## src/rtl/clk_presc.sv

```systemverilog
`default_nettype none
// ============================================================================
// Module   : clk_presc
// Purpose  : Programmable clock prescaler. Produces a 50% duty divided clock
//            with period 2*N input clocks, plus a one-cycle strobe that marks
//            every rising edge of the divided clock.
// Ports    : clk       - system clock, all state changes on rising edge
//            rst_n     - asynchronous active-low reset
//            pres      - divide ratio N (0 disables, output parked low)
//            pres_clk  - divided clock, straight from a flip-flop
//            pres_tick - one-cycle strobe, high the cycle pres_clk becomes 1
// Revision : 1.0 - initial release
// ============================================================================
module clk_presc #(
  parameter int WIDTH = 32
) (
  input  logic             clk,
  input  logic             rst_n,
  input  logic [WIDTH-1:0] pres,
  output logic             pres_clk,
  output logic             pres_tick
);

  localparam logic [WIDTH:0] c_ONE = {{WIDTH{1'b0}}, 1'b1};

  logic [WIDTH-1:0] r_cnt;
  logic             r_clk;
  logic             r_tick;

  logic             w_en;
  logic [WIDTH:0]   w_cnt_inc;
  logic             w_wrap;

  assign w_en      = (pres != '0);
  // One extra bit so that cnt >= pres-1 is evaluated as cnt+1 >= pres:
  // no subtraction, hence no wrap for pres=0 and no overflow at the maximum
  // ratio. A ratio lowered below the current count wraps on the next edge.
  assign w_cnt_inc = {1'b0, r_cnt} + c_ONE;
  assign w_wrap    = (w_cnt_inc >= {1'b0, pres});

  always_ff @(posedge clk or negedge rst_n) begin
    if (!rst_n) begin
      r_cnt  <= '0;
      r_clk  <= 1'b0;
      r_tick <= 1'b0;
    end else if (!w_en) begin
      r_cnt  <= '0;
      r_clk  <= 1'b0;
      r_tick <= 1'b0;
    end else if (w_wrap) begin
      r_cnt  <= '0;
      r_clk  <= ~r_clk;
      // Strobe only on the low-to-high half of the toggle.
      r_tick <= ~r_clk;
    end else begin
      r_cnt  <= w_cnt_inc[WIDTH-1:0];
      r_tick <= 1'b0;
    end
  end

  assign pres_clk  = r_clk;
  assign pres_tick = r_tick;

endmodule
`default_nettype wire

```

## config.mk

```make
export PLATFORM = sky130hd
export DESIGN_NAME = clk_presc
export DESIGN_NICKNAME = d
export VERILOG_FILES = /design/src/rtl/clk_presc.sv
export SDC_FILE = /design/constraint.sdc
export NUM_CORES = 1
export LEC_CHECK = 0
export BUFFER_PORTS_ARGS = -buffer_cell sky130_fd_sc_hd__buf_2
export CAP_MARGIN = 15
export CORE_ASPECT_RATIO = 1.25
export CORE_UTILIZATION = 60
export CTS_CLUSTER_SIZE = 14
export DETAILED_ROUTE_END_ITERATION = 12
export GPL_ROUTABILITY_DRIVEN = 0
export PLACE_DENSITY_LB_ADDON = 0.1
export SETUP_SLACK_MARGIN = 0.1
export SKIP_LAST_GASP = 1
export SLEW_MARGIN = 40
export SYNTH_ARGS = -nofsm -noshare
export SYNTH_HDL_FRONTEND = slang
export SYNTH_SLANG_ARGS = --single-unit
```

## constraint.sdc

```tcl
create_clock -name clk -period 5.3 [get_ports clk]
set_clock_uncertainty 0.2 [all_clocks]
set_input_delay 0.265 -clock clk [delete_from_list [all_inputs] [get_ports clk]]
set_output_delay 0.265 -clock clk [all_outputs]
set_load 0.01 [all_outputs]
```

==> impl_results.md <==
* Netlist area before placement at 2540 µm²
* Power density over the cells at 188 nW/µm²
* CTS max path bufs at 2
* Crit path required time at 5.24 ns
* Root cell of the clock tree: clkbuf_8
* Cell variety after synth at 34
* Placement Rows at 26
* First-pass GRT wire length at 8.91 mm
* Depth of the worst register-to-register path at 12
* Final cycle utilization of the critical path at 79.7%
* Critical Path End Type: flop
* Antenna-violating nets left at 0
* Antenna violations before repair at 0
* Max cap viols at 0
* Number of buffers inserted during clock tree synthesis at 5
* EDFF count, synth at 0
* DR iter-0 viols at 49
* # DRC at 0
* Post-synthesis sequential element count at 34
* Worst Hold Class: in -> async
* Worst-path maximum fanout at 32
* Leakage at 1.56 nW
* H-tree depth reported by CTS at 2
* Setup repair after global routing missed its margin: no
* Resized Gates After CTS at 0
* Final min period at 4.22 ns
* Fraction of final layout cells sized beyond drive strength 1 at 15.2%
* R2r startpoint: r_cnt[6]
* Pre-CTS setup slack at 1.11 ns
* Slew Viols, Final at 0
* Ys Warns at 0
* Worst VDD drop at 0.131 mV
* Starting Density at 62.5%
* Setup slack of the critical path after layout at 1.08 ns
* Area share of the largest cell type after synthesis at 33.5%
* Pin count of the biggest net entering global routing at 35
* Most common flop cell mapped by yosys: dfrtp_1
* Worst slew margin at 52.0%
* Result of the run: finished, final reports clean
* Via count of the first global-routing pass at 2058
* Arrival time reported for the critical path endpoint at 4.16 ns
* Die span in x at 60.2 µm
* Flop2flop setup slack at 1.08 ns
* Reg-to-reg endpoint: r_cnt[21]
* Die height at 74.8 µm
* Worst Hold Slack at 0.260 ns
* Vias at 2039
* Leading post-synthesis cells by instance count: dfrtp_1, inv_1, ha_1
* Critical path startpoint category: flop
* Transition time at the pin with the least slew margin at 0.715 ns
* GR Util All Layers at 27.2%
* Total I/O pin count at 36
* Hold violation count in the final report at 0
* Syn-to-layout area delta at 13.7%
* Hold_buf cts at 1
* Number of I/O port buffers at 35
* Top cells by area, synth: dfrtp_1, ha_1, nor2b_1, xnor2_1, inv_1
* TritonCTS clock tree: done
* Type of the worst setup path: reg -> reg
* Die area at 4500 µm²
* Share of flip-flops with an asynchronous set or reset at 100%
* Maximum frequency from static timing analysis at 0.237 GHz
* Count of TritonRoute iterations in the first routing pass at 4
* Diode insertion count for antenna repair at 0
* Sum of net half-perimeters after detailed placement at 4.29 mm
* Cell taking the most area after synthesis: dfrtp_1
* Area of the core region at 4070 µm²
* Nets in the synthesized netlist at 348
* Routed Wire Length at 5.40 mm
* Final-layout setup total negative slack at 0 ns
* Count of buffers added by post-CTS timing repair for setup at 0
* Num Clock Sinks at 34
* Cell count after synthesis at 281
* Via density at 5.39
* Clock insertion delay at the later pin of the skew report at 0.29 ns
* Reg clk slew, reported paths at 0.07 ns
* Average instance area after synthesis at 9.04 µm²
* Final Setup Violations at 0
* Post-synthesis sequential area ratio at 33.5%
* Total grt overflow at 0
* Number of nets in the layout at 388
* Average wire per cell in the routed design at 14.3 µm
-- layout by cell type (no fill, tap or decap), drive strengths merged, types with 4 or more instances in the layout --
master and count:
and4 4, and3 7, a21oi 11, nand4 14, dfrtp 34, xor2 11, ha 33, o21ai 5
xnor2 19, nor3 4, clkbuf 5, buf 35, nand3 12, nand2 17, nor4 10, inv 34
nor2b 30, nor2 13
-- flip-flops by register name, summed over array words and instances (netlist names) --
signal     flops
r_cnt         32
pres_clk       1
pres_tick      1
-- per-layer routing --
| metal | vias to the layer above | GRT usage (%) | routed length (µm) |
|---|---|---|---|
| li1 | 1048 | - | - |
| met1 | 926 | 31.9 | 2410 |
| met2 | 55 | 49.7 | 2710 |
| met3 | 10 | 4.12 | 175 |
| met4 | 0 | 8.79 | 102 |
| met5 | - | 0 | 0 |
-- cell families (layout without fill, tap and decap cells) --
| family | after synthesis | in the layout | synth area share [%] |
|---|---|---|---|
| AO/OA/AOI/OAI | 27 | 27 | 6.94 |
| XOR/XNOR | 30 | 30 | 10.3 |
| adder cells (fa/ha/maj) | 33 | 33 | 16.2 |
| buffers and inverters | 37 | 78 | 5.91 |
| flip-flops | 34 | 34 | 33.5 |
| AND/OR/NAND/NOR | 120 | 120 | 27.1 |
-- power breakdown --
part | switching (mW) | leakage [nW] | internal (mW)
Sequential | 0.00000741 | 0.456 | 0.259
Combinational | 0.0259 | 1.05 | 0.0193
Clock | 0.0993 | 0.0504 | 0.140
-- per-stage QoR --
step | instance area, µm² | utilization, % | power (mW) | std cells
3_5_place_dp | 2760 | 68.0 | 0.309 | 369
2_1_floorplan | 2540 | - | 0.283 | 281
5_1_grt | 2890 | 71.1 | 0.563 | 378
3_3_place_gp | 2760 | 68.0 | 0.308 | 369
6_report | 2890 | 71.1 | 0.543 | 378
4_1_cts | 2890 | 71.0 | 0.546 | 378
-- worst max-delay path by stage --
stage	startpoint	endpoint	slack, ns	depth (start not counted)
2_1_floorplan	r_cnt[0]	r_cnt[23]	1.90	13
3_3_place_gp	r_cnt[6]	r_cnt[8]	1.21	12
3_5_place_dp	r_cnt[6]	r_cnt[15]	1.11	12
4_1_cts	r_cnt[6]	r_cnt[21]	1.09	12
5_1_grt	r_cnt[0]	r_cnt[20]	0.72	12
6_report	r_cnt[6]	r_cnt[21]	1.08	12
-- worst max-delay path, stage by stage (launching register included) --
cell      delay [ns]
dfrtp_1         0.46
and4_4          0.28
nand4_1         0.17
or3_1           0.48
nand2b_1        0.19
xnor2_1         0.15
ha_1            0.33
nand4_1         0.15
nor4_1          0.41
nand2_1         0.14
o311a_2         0.44
nand3b_2        0.55
nor2b_1         0.12
-- cell type report --
class	instances	area, µm²
repair buffers	36	188
multi-input cells	210	1540
inverters	34	128
clock buffers	5	68.8
clock inverters	3	45.0
flip-flops and latches	34	851
well taps	56	70.1
fillers	360	1180
Power figures use the tool's default switching activity.
